File: config.mk
export PLATFORM = sky130hd
export DESIGN_NAME = ofmap_rd_ctrl
export DESIGN_NICKNAME = d
export VERILOG_FILES = /design/src/rtl/ofmap_rd_ctrl.sv
export SDC_FILE = /design/constraint.sdc
export NUM_CORES = 1
export LEC_CHECK = 0
export BUFFER_PORTS_ARGS = -buffer_cell sky130_fd_sc_hd__buf_2
export CORE_MARGIN = 2
export CORE_UTILIZATION = 35
export DETAILED_ROUTE_END_ITERATION = 10
export SLEW_MARGIN = 10
export SYNTH_ARGS = -nofsm -noshare
export SYNTH_HDL_FRONTEND = slang
export SYNTH_SLANG_ARGS = --single-unit
File: constraint.sdc
create_clock -name clk -period 9.31 [get_ports clk]
set_input_delay 0.4655 -clock clk [delete_from_list [all_inputs] [get_ports clk]]
set_output_delay 0.4655 -clock clk [all_outputs]
set_load 0.02 [all_outputs]
File: src/rtl/ofmap_rd_ctrl.sv
`default_nettype none
// ============================================================================
// Module   : ofmap_rd_ctrl
// Brief    : Output feature-map read controller. It walks the ofmap BRAM plane
//            by plane and hides the fixed BRAM read latency behind a credit-
//            managed skid FIFO. Words are streamed out over valid/ready with
//            plane-last and frame-last markers.
// Options  : OFMAP_RD_CHKSUM_EN adds a 32-bit running checksum output (chksum)
//            covering the accepted stream words.
// Revision : 1.0 - initial release
// ============================================================================
module ofmap_rd_ctrl #(
    parameter int ADDR_W     = 16,
    parameter int DATA_W     = 16,
    parameter int PLANE_SIZE = 196,
    parameter int NUM_PLANES = 6,
    parameter int RD_LAT     = 2,
    parameter int FIFO_DEPTH = 4
) (
    input  logic              clk,
    input  logic              rst,
    input  logic              start,
    output logic              busy,
    output logic              done,
    output logic              mem_rd_en,
    output logic [ADDR_W-1:0] mem_rd_addr,
    input  logic [DATA_W-1:0] mem_rd_data,
    output logic              out_valid,
    input  logic              out_ready,
    output logic [DATA_W-1:0] out_data,
    output logic              out_plane_last,
    output logic              out_last
`ifdef OFMAP_RD_CHKSUM_EN
    ,
    output logic [31:0]       chksum
`endif
);

    localparam int WORD_W  = (PLANE_SIZE > 1) ? $clog2(PLANE_SIZE) : 1;
    localparam int PLANE_W = (NUM_PLANES > 1) ? $clog2(NUM_PLANES) : 1;
    localparam int PTR_W   = (FIFO_DEPTH > 1) ? $clog2(FIFO_DEPTH) : 1;
    localparam int CNT_W   = $clog2(FIFO_DEPTH + 1);
    localparam int ENT_W   = DATA_W + 2;

    localparam logic [WORD_W-1:0]  WORD_MAX  = WORD_W'(PLANE_SIZE - 1);
    localparam logic [PLANE_W-1:0] PLANE_MAX = PLANE_W'(NUM_PLANES - 1);
    localparam logic [CNT_W:0]     DEPTH_C   = (CNT_W + 1)'(FIFO_DEPTH);

    typedef enum logic [1:0] {
        S_IDLE  = 2'd0,
        S_ISSUE = 2'd1,
        S_DRAIN = 2'd2,
        S_FIN   = 2'd3
    } state_t;

    state_t              state_q, state_d;
    logic [ADDR_W-1:0]   addr_q;
    logic [WORD_W-1:0]   word_q;
    logic [PLANE_W-1:0]  plane_q;
    logic [RD_LAT-1:0]   tag_v_q, tag_pl_q, tag_last_q;
    logic [CNT_W-1:0]    inflight_q;
    logic [ENT_W-1:0]    fifo_mem_q [FIFO_DEPTH];
    logic [PTR_W-1:0]    wr_ptr_q, rd_ptr_q;
    logic [CNT_W-1:0]    fifo_cnt_q;

    logic                issue, push, pop, start_acc;
    logic                is_plast, is_last;
    logic [CNT_W:0]      credit_used;
    logic [ENT_W-1:0]    head;

    assign start_acc = (state_q == S_IDLE) && start;
    assign pop       = (fifo_cnt_q != '0) && out_ready;
    assign push      = tag_v_q[RD_LAT-1];
    assign is_plast  = (word_q == WORD_MAX);
    assign is_last   = is_plast && (plane_q == PLANE_MAX);
    // Slots already spoken for: FIFO words plus reads still in the BRAM,
    // minus the word leaving the FIFO this cycle.
    assign credit_used = {1'b0, fifo_cnt_q} + {1'b0, inflight_q}
                       - {{CNT_W{1'b0}}, pop};

    // State register.
    always_ff @(posedge clk) begin
        if (rst) state_q <= S_IDLE;
        else     state_q <= state_d;
    end

    // Next-state, read issue and status strobes.
    always_comb begin
        state_d = state_q;
        issue   = 1'b0;
        done    = 1'b0;
        case (state_q)
            S_IDLE:  if (start) state_d = S_ISSUE;
            S_ISSUE: begin
                if (credit_used < DEPTH_C) begin
                    issue = 1'b1;
                    if (is_last) state_d = S_DRAIN;
                end
            end
            // Nothing in flight means no further push; leave once the FIFO is
            // empty or its final word is being accepted right now.
            S_DRAIN: begin
                if ((inflight_q == '0) &&
                    ((fifo_cnt_q == '0) ||
                     ((fifo_cnt_q == CNT_W'(1)) && pop)))
                    state_d = S_FIN;
            end
            S_FIN: begin
                done    = 1'b1;
                state_d = S_IDLE;
            end
            default: state_d = S_IDLE;
        endcase
    end

    assign busy        = (state_q != S_IDLE);
    assign mem_rd_en   = issue;
    assign mem_rd_addr = addr_q;

    // Address walk: linear address plus word/plane position for the markers.
    always_ff @(posedge clk) begin
        if (rst || start_acc) begin
            addr_q  <= '0;
            word_q  <= '0;
            plane_q <= '0;
        end else if (issue) begin
            addr_q <= addr_q + ADDR_W'(1);
            if (is_plast) begin
                word_q  <= '0;
                plane_q <= (plane_q == PLANE_MAX) ? '0 : plane_q + PLANE_W'(1);
            end else begin
                word_q <= word_q + WORD_W'(1);
            end
        end
    end

    // Tag pipeline that tracks each read through the BRAM latency.
    always_ff @(posedge clk) begin
        if (rst) begin
            tag_v_q    <= '0;
            tag_pl_q   <= '0;
            tag_last_q <= '0;
            inflight_q <= '0;
        end else begin
            tag_v_q[0]    <= issue;
            tag_pl_q[0]   <= is_plast;
            tag_last_q[0] <= is_last;
            for (int i = 1; i < RD_LAT; i++) begin
                tag_v_q[i]    <= tag_v_q[i-1];
                tag_pl_q[i]   <= tag_pl_q[i-1];
                tag_last_q[i] <= tag_last_q[i-1];
            end
            inflight_q <= inflight_q + CNT_W'(issue) - CNT_W'(push);
        end
    end

    // Skid FIFO pointers and occupancy.
    always_ff @(posedge clk) begin
        if (rst) begin
            wr_ptr_q   <= '0;
            rd_ptr_q   <= '0;
            fifo_cnt_q <= '0;
        end else begin
            if (push) wr_ptr_q <= wr_ptr_q + PTR_W'(1);
            if (pop)  rd_ptr_q <= rd_ptr_q + PTR_W'(1);
            fifo_cnt_q <= fifo_cnt_q + CNT_W'(push) - CNT_W'(pop);
        end
    end

    // Skid FIFO storage; contents are don't-care while the slot is unused.
    always_ff @(posedge clk) begin
        if (push)
            fifo_mem_q[wr_ptr_q] <= {mem_rd_data, tag_pl_q[RD_LAT-1],
                                     tag_last_q[RD_LAT-1]};
    end

    assign head           = fifo_mem_q[rd_ptr_q];
    assign out_valid      = (fifo_cnt_q != '0);
    assign out_data       = head[ENT_W-1:2];
    assign out_plane_last = out_valid & head[1];
    assign out_last       = out_valid & head[0];

    // The credit rule must keep the FIFO from ever overflowing.
    a_no_overflow: assert property (@(posedge clk) disable iff (rst)
        (push && !pop) |-> (fifo_cnt_q < CNT_W'(FIFO_DEPTH)));

`ifdef OFMAP_RD_CHKSUM_EN
    logic [31:0] chksum_q;

    // Running sum of accepted words, restarted by each accepted start.
    always_ff @(posedge clk) begin
        if (rst || start_acc) chksum_q <= '0;
        else if (pop)         chksum_q <= chksum_q + 32'(out_data);
    end

    assign chksum = chksum_q;
`endif

endmodule
`default_nettype wire

[Yosys cells after proc, flatten, opt, wreduce, memory -nomap -nowiden]
Memories as Yosys holds them, arrays and structs flattened. A register that Yosys moved wholly into a read port is not among the register bits.
Cells that the tools add are included.
Operators by class
  $add $sub $neg: 11
  multipliers: 0
  div/mod/pow operators: 0
  $lt $le $gt $ge: 1
  eq/ne operators: 10
  shifts and indexed selects: 0
  muxes and demuxes: 14
  bitwise operators: 2
  reductions and logical operators: 14
Operators with widths (number)
  adder 16 x 1 -> 16 bit, second input constant: 1
  2-to-1 mux 2 bit: 6
  adder 8 x 1 -> 8 bit, second input constant: 1
  equality test 8 bit, second input constant: 1
  2-to-1 mux 8 bit: 1
  != test 2 bit, second input constant: 4
  one-hot mux 2 bit (4 select lines): 1
  adder 3 x 1 -> 3 bit: 2
  logical NOT 3 bit: 2
  subtractor 3 x 1 -> 3 bit: 2
  logical AND 1 bit: 5
  2-to-1 mux 1 bit: 5
  adder 2 x 1 -> 2 bit, second input constant: 2
  adder 3 x 3 -> 4 bit: 1
  equality test 2 bit, second input constant: 2
  < comparator 4 x 3 -> 1 bit, second input constant: 1
  AND reduction 4 bit: 1
  subtractor 4 x 1 -> 4 bit: 1
  adder 3 x 1 -> 3 bit, second input constant: 1
  equality test 3 x 1 -> 1 bit, second input constant: 1
  equality test 3 bit, second input constant: 1
  2-to-1 mux 3 bit: 1
  nonzero test 3 bit: 1
  AND 1 bit: 2
  5 further kinds: 6
Word-level totals
  flip-flop bits (word level): 45
  latch bits: 0
  memory bits (writable): 72
  ROM bits: 0
  bits of input ports: 20
  output and inout port bits: 38
  word-level logic and storage cells: 64
  memories: 1
Memories
  fifo_mem_q: words 4, bits a word 18, rd ports 1, clocked after Yosys merged registers in 1, write ports 1, RTL line 62  | logic [ENT_W-1:0] fifo_mem_q [FIFO_DEPTH];

[Logic depth before layout (Yosys ltp)]
Gate-level depths: netlist of run 1.
  depth after elaboration: 8
  depth in mapped cells: 15
  gate-level depth less buffers: 13

[Worst setup path after synthesis of run 1]
OpenSTA, ideal clock, no wires.
  kind: register to register
  start point: register fifo_cnt_q[1]
  end point: register inflight_q[2]
  setup time: 128 ps
  arrival: 3587 ps
  slack: 5596 ps
  cell stages (with the launch flop): 16
  buffers on the path: 2
  clock period less this slack: 3714 ps
  path through: dfxtp_1 or3_1 and2_1 ha_1 inv_1 ha_1 and3b_4 o211a_1 buf_2 o21ai_2 buf_4 clkinv_1 ha_1 fa_1 xnor2_1 nor2_1
Between the ends
  word-level cells in the longest chain between the ends: 8
  elaborated cells between the ends (all ways): 9
  classes of those cells: add/sub: 4; order compare: 1; mux: 2; reduce/logical: 2
Ends and longest elaborated chain
  from (decl): RTL line 64  | logic [CNT_W-1:0] fifo_cnt_q;
  from (signal assigned): RTL line 166  | fifo_cnt_q <= fifo_cnt_q + CNT_W'(push) - CNT_W'(pop);
  nonzero test 3 bit
  named net out_valid: RTL line 28  | output logic out_valid,
  logical AND 1 bit: RTL line 72  | assign pop = (fifo_cnt_q != '0) && out_ready;
  named net pop: RTL line 66  | logic issue, push, pop, start_acc;
  subtractor 4 x 1 -> 4 bit: RTL line 79  | - {{CNT_W{1'b0}}, pop};
  < comparator 4 x 3 -> 1 bit: RTL line 95  | if (credit_used < DEPTH_C) begin
  2-to-1 mux 1 bit: RTL line 95
  2-to-1 mux 1 bit: RTL line 92  | case (state_q)
  named net mem_rd_en: RTL line 25  | output logic mem_rd_en,
  adder 3 x 1 -> 3 bit: RTL line 153  | inflight_q <= inflight_q + CNT_W'(issue) - CNT_W'(push);
  subtractor 3 x 1 -> 3 bit: RTL line 153
  to (signal assigned): RTL line 153
  to (decl): RTL line 61  | logic [CNT_W-1:0] inflight_q;
The timed path passes the listed nets, and every way through them passes these cells.
A chain may end at the register's enable or synchronous reset.

[Worst setup path after layout of run 1]
  start point: register fifo_cnt_q[1]
  end point: output port mem_rd_en
Between the ends
  word-level cells in the longest chain between the ends: 6
  elaborated cells between the ends (all ways): 7
  classes of those cells: add/sub: 2; order compare: 1; mux: 2; reduce/logical: 2
Ends and longest elaborated chain (RTL line)
  nonzero test 3 bit: 72
  logical AND 1 bit: 72
  named net pop: 66
  subtractor 4 x 1 -> 4 bit: 79
  < comparator 4 x 3 -> 1 bit: 95
  2-to-1 mux 1 bit: 95
  2-to-1 mux 1 bit: 92
  to (decl): 25
The timed path passes the listed nets, and every way through them passes these cells.

==> impl_metrics.toml, run 1 <==
[status]
result_of_the_run = "completed"

[grt]
number_of_global_route_vias_before_repair = 3081
grt_max_degree = 28
antenna_found_initial = 0
grt.total_usage = 0.132
grt_first_pass_wirelength_um = 14900
grt.overflow.total = 0

[floorplanning]
fp.dieArea_um2 = 15100
width_of_the_die_um = 123
die_h_um = 123
initial_utilization = 0.358
floorplan.rows = 43
io_pins = 58
area_inside_the_core_boundary_um2 = 13800

[placed_design]
place.detailed.hpwl_um = 6010
number_of_buffers_added_on_ports = 57
globalplace.congestion = 0.745

[routing]
drt-vias-per-instance = 4.89
route.vias.total = 2998
first_pass_iters = 4
remaining_drc_errors = 0
antenna_violation_net_count_after_detailed_routing = 0
route.detailed.wl_per_inst_um = 14.8
wirelength_um = 9090
drt_first_iter_violations = 160

[clock_network]
cts_tree = "yes"
max-clock-path-buffers = 2
clkLatencyLatePin_ps = 410
post_cts.repair.setup_buffers = 0
post_cts_hold_buffer_count = 0
cts_sinks = 119
cts.clk_slew.worst_paths_ps = 50
cts_made_buffers = 17
htree_levels = 4
clock_tree.root_cell = "sky130_fd_sc_hd__clkbuf_16"
cts-resized-gates = 0

[sta]
maxSlewHeadroom = 0.342
final_hold_viol_count = 0
setup_tns_ps = 0
final_max_slew_viol_count = 0
finalSetupViolCount = 0
fin_crit_sh = 0.432
grt_setup_unrepaired = "no"
final.min_clock_period_ps = 4020
max_clock_freq_mhz = 248
worst_pin_slew_ps = 987
fin_skew_ps = 6.05

[pwr]
power.internal_uw = 1170
p_seq_frac = 0.369
max-vdd-ir-drop_mv = 0.143
switching_share = 0.299
cellPowerDensity_nw_per_um2 = 279
share_comb_of_total_power = 0.247
clkPwrFrac = 0.385
leakagePower_uw = 0.00215
power.switching_uw = 499

[hold_path]
hold_path.startpoint = "mem_rd_data[11]"
min-delay-path-class = "primary input to flip-flop"
timing.hold.worst_endpoint = "fifo_mem_q[0][13]$_DFFE_PP_"
whs_path_depth = 1

[synthesis]
post_synthesis_instance_area_um2 = 4950
synthArstFlopShare = 0
synth_fp_nets = 399
synth-edff-count = 72
syn_inst = 358
ys_types = 44
synth_top_flop_cell = "sky130_fd_sc_hd__edfxtp_1"
postSynthAreaPerCell_um2 = 13.8
seq_area_frac_synth = 0.627
synthesis.yosys.warnings = 0
synth-seq-cells = 119

[worst_setup_path]
worst-r2r-cell-count = 13
timing.rr.end = "inflight_q[2]$_SDFF_PP0_"
critical_path_required_ps = 8840
setup.worst_path.end_class = "output pin"
critical_path.reg2reg.startpoint = "fifo_cnt_q[1]$_SDFF_PP0_"
critical_path_class = "flip-flop to output pin"
rrSetupSlack_ps = 5360
worstSetupStartpointType = "flip-flop"
critical_path_fanouts_max = 14
critPathArrivalTime_ps = 3560

[finish]
layout_area_growth_over_synthesis_pct = 20.9
layout_common_cells = "sky130_fd_sc_hd__edfxtp_1, sky130_fd_sc_hd__buf_2, sky130_fd_sc_hd__dfxtp_1, sky130_fd_sc_hd__nor2_1, sky130_fd_sc_hd__inv_1"
finalCoreUtilization = 0.433
final_layout_size_suffix_gt1_frac = 0.256
finalNetCount = 462
insertedDiodeCount = 0
most_common_cell_after_layout_fill_and_taps_aside = "sky130_fd_sc_hd__edfxtp_1"

[run]
drv.max_cap_violation_count = 0
through the flow:
stage | power [uW] | hold WS (ps) | setup slack (ps) | cells | area [um2]
2_1_floorplan | 941 | 414 | 5600 | 358 | 4950
3_3_place_gp | 1030 | 419 | 5490 | 582 | 5400
3_5_place_dp | 1050 | 435 | 5310 | 582 | 5400
4_1_cts | 1690 | 251 | 5230 | 613 | 5980
5_1_grt | 1760 | 262 | 4980 | 613 | 5980
6_report | 1670 | 268 | 5290 | 613 | 5980
routing by layer:
| layer | GRT usage | vias to the layer above | share of wire |
|---|---|---|---|
| li1 | - | 1450 | - |
| met1 | 0.153 | 1466 | 0.44 |
| met2 | 0.222 | 73 | 0.49 |
| met3 | 0.0452 | 9 | 0.053 |
| met4 | 0.0560 | 0 | 0.015 |
| met5 | 0 | - | 0 |
layout make-up:
cell class / count / area [um2]
clock buffers: 17 / 425
clock inverters: 14 / 159
fillers: 1259 / 7850
inverters: 25 / 93.8
multi-input cells: 200 / 1680
flip-flops and latches: 119 / 3100
well taps: 180 / 225
repair buffers: 58 / 293
power groups by stage:
stage	clock [uW]	sequential [uW]	combinational, uW
detailed placement	0	627	420
CTS	655	616	422
finish	642	615	411
global route	677	619	460
global placement	0	624	409
floorplan	0	616	325
cells in the mapped netlist (2+ instances only):
cell type | number | area, um2
sky130_fd_sc_hd__mux4_2 | 18 | 405
sky130_fd_sc_hd__o211ai_2 | 2 | 25.0
sky130_fd_sc_hd__or3_1 | 9 | 56.3
sky130_fd_sc_hd__nor2b_1 | 7 | 43.8
sky130_fd_sc_hd__or4_1 | 7 | 52.6
sky130_fd_sc_hd__fa_1 | 2 | 40.0
sky130_fd_sc_hd__nand3_1 | 5 | 25.0
sky130_fd_sc_hd__inv_1 | 24 | 90.1
sky130_fd_sc_hd__ha_1 | 19 | 238
sky130_fd_sc_hd__nand3b_1 | 2 | 15.0
sky130_fd_sc_hd__mux2i_1 | 2 | 20.0
sky130_fd_sc_hd__xor2_1 | 9 | 78.8
sky130_fd_sc_hd__and2_1 | 8 | 50.1
sky130_fd_sc_hd__and3_1 | 5 | 31.3
sky130_fd_sc_hd__dfxtp_1 | 47 | 941
sky130_fd_sc_hd__xnor2_1 | 7 | 61.3
sky130_fd_sc_hd__o2111ai_1 | 3 | 26.3
sky130_fd_sc_hd__buf_2 | 3 | 15.0
sky130_fd_sc_hd__buf_1 | 4 | 15.0
sky130_fd_sc_hd__o21ai_0 | 16 | 80.1
sky130_fd_sc_hd__nand4_1 | 2 | 12.5
sky130_fd_sc_hd__nand2_1 | 10 | 37.5
sky130_fd_sc_hd__clkbuf_1 | 5 | 18.8
sky130_fd_sc_hd__a21oi_1 | 18 | 90.1
sky130_fd_sc_hd__o41ai_1 | 2 | 17.5
sky130_fd_sc_hd__nor2_1 | 27 | 101
sky130_fd_sc_hd__o31ai_1 | 4 | 30.0
sky130_fd_sc_hd__o211ai_1 | 4 | 30.0
sky130_fd_sc_hd__edfxtp_1 | 72 | 2160
sequential cells by signal, indices dropped and copies added (netlist names), 3 cells and up, named ones only:
| name | count |
|---|---|
| mem_rd_addr | 16 |
| word_q | 8 |
| fifo_mem_q | 72 |
| plane_q | 3 |
| fifo_cnt_q | 3 |
| inflight_q | 3 |
kinds of logic after synthesis:
logic type	count (synthesis)	share of synthesized area
AOI/OAI and AO/OA	53	0.0675
DFF	119	0.627
buffers and inverters	39	0.0326
adders and majority gates	21	0.0561
and+or+nand+nor	90	0.102
muxes	20	0.0860
xor gates and xnor gates	16	0.0283
worst max path at each step:
stage	to	start	cells after the start	slack, ps
after floorplan	inflight_q[2]$_SDFF_PP0_	fifo_cnt_q[1]$_SDFF_PP0_	15	5600
after global placement	inflight_q[2]$_SDFF_PP0_	fifo_cnt_q[1]$_SDFF_PP0_	13	5490
after detailed placement	inflight_q[2]$_SDFF_PP0_	fifo_cnt_q[1]$_SDFF_PP0_	13	5310
after CTS	mem_rd_en	fifo_cnt_q[1]$_SDFF_PP0_	10	5230
after global routing	mem_rd_en	fifo_cnt_q[1]$_SDFF_PP0_	10	4980
final	mem_rd_en	fifo_cnt_q[1]$_SDFF_PP0_	10	5290
worst max-delay path, stage by stage (launching register included):
cell,delay (ps)
sky130_fd_sc_hd__dfxtp_1,350
sky130_fd_sc_hd__or3_1,410
sky130_fd_sc_hd__and2_1,220
sky130_fd_sc_hd__ha_1,220
sky130_fd_sc_hd__inv_1,60
sky130_fd_sc_hd__ha_1,210
sky130_fd_sc_hd__and3b_4,190
sky130_fd_sc_hd__o211a_1,340
sky130_fd_sc_hd__o21ai_2,460
sky130_fd_sc_hd__clkinv_1,420
sky130_fd_sc_hd__buf_2,280
(Power assumes the default switching activity.)
==> inputs of run 2 (changes only) <==
==> constraint.sdc (replaced) <==
create_clock -name clk -period 3.9 [get_ports clk]
set_input_delay 0.195 -clock clk [delete_from_list [all_inputs] [get_ports clk]]
set_output_delay 0.195 -clock clk [all_outputs]
set_load 0.02 [all_outputs]
==> run 2 against run 1 <==
Final cell count increased by 2.9%. Sequential cell count unchanged. Sequential share of layout area decreased by 1.3 points. Final area increased by 2.7%. Critical endpoint unchanged. Highest routed layer unchanged. Register-to-register slack got worse by 4800 ps. Die area unchanged. Wire length increased by 3.5%. Clock power increased by 140%. Critical path type unchanged. Setup slack got worse by 4800 ps. Clock-buffer cell count increased by 1. Total power increased by 140%.
==> impl_metrics.toml, run 2 (same netlist as run 1, synthesis figures left out) <==
[finish]
most_common_cell_after_layout_fill_and_taps_aside = "sky130_fd_sc_hd__edfxtp_1"
layout_area_growth_over_synthesis_pct = 24.1
max_flop_register = "fifo_mem_q"
largest_register_ffs = 72
fillerInstances = 1246
layout_common_cells = "sky130_fd_sc_hd__edfxtp_1, sky130_fd_sc_hd__buf_2, sky130_fd_sc_hd__dfxtp_1, sky130_fd_sc_hd__nor2_1, sky130_fd_sc_hd__inv_1"
finalNetCount = 479
finalCoreUtilization = 0.444
fin_cells = 631
insertedDiodeCount = 0
final_layout_size_suffix_gt1_frac = 0.253

[grt]
grt_max_degree = 28
grt.overflow.total = 0
number_of_global_route_vias_before_repair = 3248
antenna_found_initial = 0
grt_first_pass_wirelength_um = 15400
grt.total_usage = 0.136

[worst_setup_path]
worst-r2r-cell-count = 10
critPathArrivalTime_ps = 3200
critical_path.cell_chain = "or3_1 -> and2_1 -> ha_1 -> inv_1 -> ha_1 -> and3b_4 -> nor4_4 -> o21ai_2 -> clkinv_1 -> buf_4 -> buf_2"
most_prevalent_standard_cell_on_the_critical_path = "sky130_fd_sc_hd__ha_1"
critical_path_class = "flip-flop to output pin"
critical_path_fanouts_max = 10
critical_path.reg2reg.startpoint = "fifo_cnt_q[1]$_SDFF_PP0_"
setup.worst_path.end_class = "output pin"
critical_path_required_ps = 3700
cpMaxStageDelayCell = "sky130_fd_sc_hd__nor4_4"
timing.rr.end = "mem_rd_addr[15]$_SDFFE_PP0N_"
crit_path_max_incr_delay_ps = 520
worstSetupStartpointType = "flip-flop"
rrSetupSlack_ps = 590

[hold_path]
min-delay-path-class = "primary input to flip-flop"
timing.hold.worst_endpoint = "fifo_mem_q[0][14]$_DFFE_PP_"
hold_path.startpoint = "mem_rd_data[12]"
whs_path_depth = 1

[floorplanning]
die_h_um = 123
initial_utilization = 0.358
fp.dieArea_um2 = 15100
width_of_the_die_um = 123
area_inside_the_core_boundary_um2 = 13800
floorplan.rows = 43
io_pins = 58

[clock_network]
cts_tree = "yes"
clkLatencyLatePin_ps = 410
htree_levels = 4
cts_made_buffers = 17
clock_tree.root_cell = "sky130_fd_sc_hd__clkbuf_16"
cts.clk_slew.worst_paths_ps = 60
post_cts.repair.setup_buffers = 0
cts_sinks = 119
max-clock-path-buffers = 2

[sta]
final_max_slew_viol_count = 0
grt_setup_unrepaired = "no"
maxSlewHeadroom = 0.335
finalSetupViolCount = 0
fin_crit_sh = 0.869
setup_tns_ps = 0
fin_hold_ws_ps = 26.1
worst_pin_slew_ps = 997
fin_skew_ps = 5.16
fin_ws_ps = 510
max_clock_freq_mhz = 295
final_hold_viol_count = 0
final.min_clock_period_ps = 3390

[routing]
remaining_drc_errors = 0
wirelength_um = 9410
antenna_violation_net_count_after_detailed_routing = 0
route.detailed.wl_per_inst_um = 14.9
route.vias.total = 3072
drt_first_iter_violations = 190
drt-vias-per-instance = 4.87
first_pass_iters = 4

[placed_design]
dpl.cell_count = 584
number_of_buffers_added_on_ports = 57
place.detailed.hpwl_um = 6170
placement.setup.worst_slack_ps = 626
globalplace.congestion = 0.736

[pwr]
leakagePower_uw = 0.00222
max-vdd-ir-drop_mv = 0.303
cellPowerDensity_nw_per_um2 = 649

[status]
result_of_the_run = "completed"

[run]
drv.max_cap_violation_count = 0
## run 2: power by group
part           internal, uW  switching [uW]
Clock                   942             570
Sequential             1410            78.5
Combinational           416             574
Total                  2760            1220
## run 2: layout make-up
cell class,instances,area [um2],area share
flip-flops and latches,119,3100,0.505
clock buffers,18,429,0.0699
well taps,180,225,0.0367
multi-input cells,200,1680,0.274
inverters,25,93.8,0.0153
repair buffers,75,458,0.0746
clock inverters,14,149,0.0242
## run 2: through the flow
step / total power, uW / area (um2)
finish: 3990 / 6140
global route: 4220 / 6140
CTS: 4040 / 6140
detailed placement: 2500 / 5410
global placement: 2490 / 5410
floorplan: 2250 / 4950
## run 2: worst max path at each step
stage | from | to | slack (ps) | cells after the start
floorplan | fifo_cnt_q[1]$_SDFF_PP0_ | inflight_q[2]$_SDFF_PP0_ | 190 | 15
global placement | fifo_cnt_q[1]$_SDFF_PP0_ | inflight_q[2]$_SDFF_PP0_ | 730 | 13
detailed placement | fifo_cnt_q[1]$_SDFF_PP0_ | word_q[5]$_SDFFE_PP0N_ | 630 | 11
CTS | fifo_cnt_q[1]$_SDFF_PP0_ | mem_rd_en | 480 | 11
global route | fifo_cnt_q[1]$_SDFF_PP0_ | mem_rd_en | 300 | 11
finish | fifo_cnt_q[1]$_SDFF_PP0_ | mem_rd_en | 510 | 11
## run 2: worst max-delay path: cells and delay by family, from the launching register on
kind,cells,cell delay [ps]
buffers and inverters,4,500
AOI/OAI and AO/OA,1,130
and+or+nand+nor,4,1360
adders and majority gates,2,450
DFF,1,340
## run 2: routing by layer
metal / global-route usage / vias to the layer above / part of all wire
met4: 0.0546 / 0 / 0.013
met3: 0.0517 / 14 / 0.064
li1: - / 1488 / -
met2: 0.235 / 82 / 0.50
met1: 0.151 / 1488 / 0.42
met5: 0 / - / 0
## run 2: repair_timing
action	CTS	global route
gates resized for setup	0	0
endpoints found under the hold margin	60	0
endpoints found under the setup margin	0	0
hold buffers	15	0
==> inputs of run 3 (changes only) <==
==> constraint.sdc (replaced) <==
create_clock -name clk -period 3.9 [get_ports clk]
set_input_delay 0.195 -clock clk [delete_from_list [all_inputs] [get_ports clk]]
set_output_delay 0.195 -clock clk [all_outputs]
set_load 0.005 [all_outputs]
==> run 3 against run 2 <==
Sequential power is essentially flat. Via count grew 0.23%. Final cell count grew 0.16%. Total power shrank 2.3%. Setup slack gained 62 ps. Clock-buffer cell count grew 1. Global-route usage shrank 0.092 points. Final area grew 0.35%. Die area is the same. Critical path type unchanged. Highest routed layer unchanged.
==> impl_metrics.toml, run 3 (same netlist as run 1, synthesis figures left out) <==
[pwr]
power.switching_uw = 1080
max-vdd-ir-drop_mv = 0.294
share_comb_of_total_power = 0.224
clkPwrFrac = 0.396
power.internal_uw = 2820
switching_share = 0.277
cellPowerDensity_nw_per_um2 = 632
leakagePower_uw = 0.00222
p_seq_frac = 0.381

[clock_network]
post_cts_hold_buffer_count = 16
cts.clk_slew.worst_paths_ps = 60
cts_sinks = 119
post_cts.repair.setup_buffers = 0
cts_tree = "yes"
max-clock-path-buffers = 2
cts-resized-gates = 0
clkLatencyLatePin_ps = 420
cts_made_buffers = 17
htree_levels = 4
clock_tree.root_cell = "sky130_fd_sc_hd__clkbuf_16"

[finish]
layout_common_cells = "sky130_fd_sc_hd__edfxtp_1, sky130_fd_sc_hd__buf_2, sky130_fd_sc_hd__dfxtp_1, sky130_fd_sc_hd__nor2_1, sky130_fd_sc_hd__inv_1"
final_cell_area_um2 = 6160
insertedDiodeCount = 0
finalNetCount = 480
max_flop_register = "fifo_mem_q"
most_common_cell_after_layout_fill_and_taps_aside = "sky130_fd_sc_hd__edfxtp_1"
largest_register_ffs = 72
final_layout_size_suffix_gt1_frac = 0.248
finalCoreUtilization = 0.446
layout_area_growth_over_synthesis_pct = 24.6

[sta]
finalSetupViolCount = 0
final_max_slew_viol_count = 0
fin_skew_ps = 11.7
fin_ws_ps = 572
final_hold_viol_count = 0
final.min_clock_period_ps = 3330
grt_setup_unrepaired = "no"
worst_pin_slew_ps = 948
max_clock_freq_mhz = 300
fin_hold_ws_ps = 183
maxSlewHeadroom = 0.368
fin_crit_sh = 0.853
setup_tns_ps = 0

[placed_design]
place.detailed.hpwl_um = 6020
placement.setup.worst_slack_ps = 609
number_of_buffers_added_on_ports = 57
globalplace.congestion = 0.721
placedInstanceArea_um2 = 5410

[grt]
grtUsageMet3 = 0.0494
grt_max_degree = 28
number_of_global_route_vias_before_repair = 3118
grt.total_usage = 0.135
gr-max-usage-layer = "met2"
met1_usage = 0.159
grt.met2_usage = 0.221
antenna_found_initial = 0
grt_first_pass_wirelength_um = 15100
grt.overflow.total = 0

[worst_setup_path]
most_prevalent_standard_cell_on_the_critical_path = "sky130_fd_sc_hd__ha_1"
timing.critical_path.buf_inv = 4
worst_path_dominant_cell_family = "simple AND/OR/NAND/NOR gates"
critical_path.reg2reg.startpoint = "fifo_cnt_q[1]$_SDFF_PP0_"
critical_path_fanouts_max = 10
critical_path_required_ps = 3700
setup.worst_path.end_class = "output pin"
worstSetupStartpointType = "flip-flop"
cpMaxStageDelayCell = "sky130_fd_sc_hd__nor4_4"
worst-r2r-cell-count = 10
crit_path_max_incr_delay_ps = 520
critPathArrivalTime_ps = 3130
critical_path.cell_chain = "or3_1 -> and2_1 -> ha_1 -> inv_1 -> ha_1 -> and3b_4 -> nor4_4 -> o21ai_2 -> clkinv_1 -> buf_4 -> buf_2"
critical_path_class = "flip-flop to output pin"
timing.rr.end = "mem_rd_addr[15]$_SDFFE_PP0N_"
rrSetupSlack_ps = 610

[hold_path]
min-delay-path-class = "primary input to flip-flop"
timing.hold.worst_endpoint = "wr_ptr_q[0]$_SDFFE_PP0P_"
whs_path_depth = 2
hold_path.startpoint = "rst"

[floorplanning]
width_of_the_die_um = 123
initial_utilization = 0.358
floorplan.rows = 43
area_inside_the_core_boundary_um2 = 13800
fp.dieArea_um2 = 15100
io_pins = 58
die_h_um = 123

[routing]
route.vias.total = 3079
wirelength_um = 9180
remaining_drc_errors = 0
antenna_violation_net_count_after_detailed_routing = 0
first_pass_iters = 4
drt_first_iter_violations = 236
route.detailed.wl_per_inst_um = 14.5
drt-vias-per-instance = 4.87

[run]
drv.max_cap_violation_count = 0

[status]
result_of_the_run = "completed"
-- run 3: cell count changes in the layout (fill, tap and decap cells not counted), sizes merged --
| cell | change |
|---|---|
| clkinv | +1 |
| bufinv | +1 |
| inv | -3 |
| dlygate4sd3 | +1 |
| clkbuf | +1 |
-- run 3: power by group through the flow --
stage / registers [uW] / logic, uW / clock network, uW
final: 1480 / 871 / 1540
after global routing: 1500 / 993 / 1630
after CTS: 1490 / 891 / 1570
after detailed placement: 1510 / 872 / 0
after global placement: 1510 / 868 / 0
after floorplan: 1470 / 667 / 0
-- run 3: per-layer routing --
| layer | wire (um) | vias up |
|---|---|---|
| li1 | - | 1491 |
| met4 | 161 | 0 |
| met2 | 4390 | 85 |
| met5 | 0 | - |
| met3 | 519 | 13 |
| met1 | 4110 | 1490 |
-- run 3: how the worst max path moves through the flow --
| stage | start | end | cells past startpoint |
|---|---|---|---|
| floorplan | fifo_cnt_q[1]$_SDFF_PP0_ | inflight_q[2]$_SDFF_PP0_ | 15 |
| global placement | fifo_cnt_q[1]$_SDFF_PP0_ | inflight_q[2]$_SDFF_PP0_ | 13 |
| detailed placement | fifo_cnt_q[1]$_SDFF_PP0_ | mem_rd_addr[15]$_SDFFE_PP0N_ | 10 |
| CTS | fifo_cnt_q[1]$_SDFF_PP0_ | mem_rd_en | 11 |
| global route | fifo_cnt_q[1]$_SDFF_PP0_ | mem_rd_en | 11 |
| finish | fifo_cnt_q[1]$_SDFF_PP0_ | mem_rd_en | 11 |
-- run 3: layout make-up --
class                           instances  area [um2]
Clock buffer                           19         433
Clock inverter                         13         156
Fill cell                            1244        7660
Inverter                               25        93.8
Multi-Input combinational cell        200        1680
Sequential cell                       119        3100
Tap cell                              180         225
Timing Repair Buffer                   76         468
-- run 3: through the flow --
stage	total power, uW	cells
CTS	3950	632
global placement	2380	584
finish	3890	632
global route	4120	632
floorplan	2130	358
detailed placement	2380	584
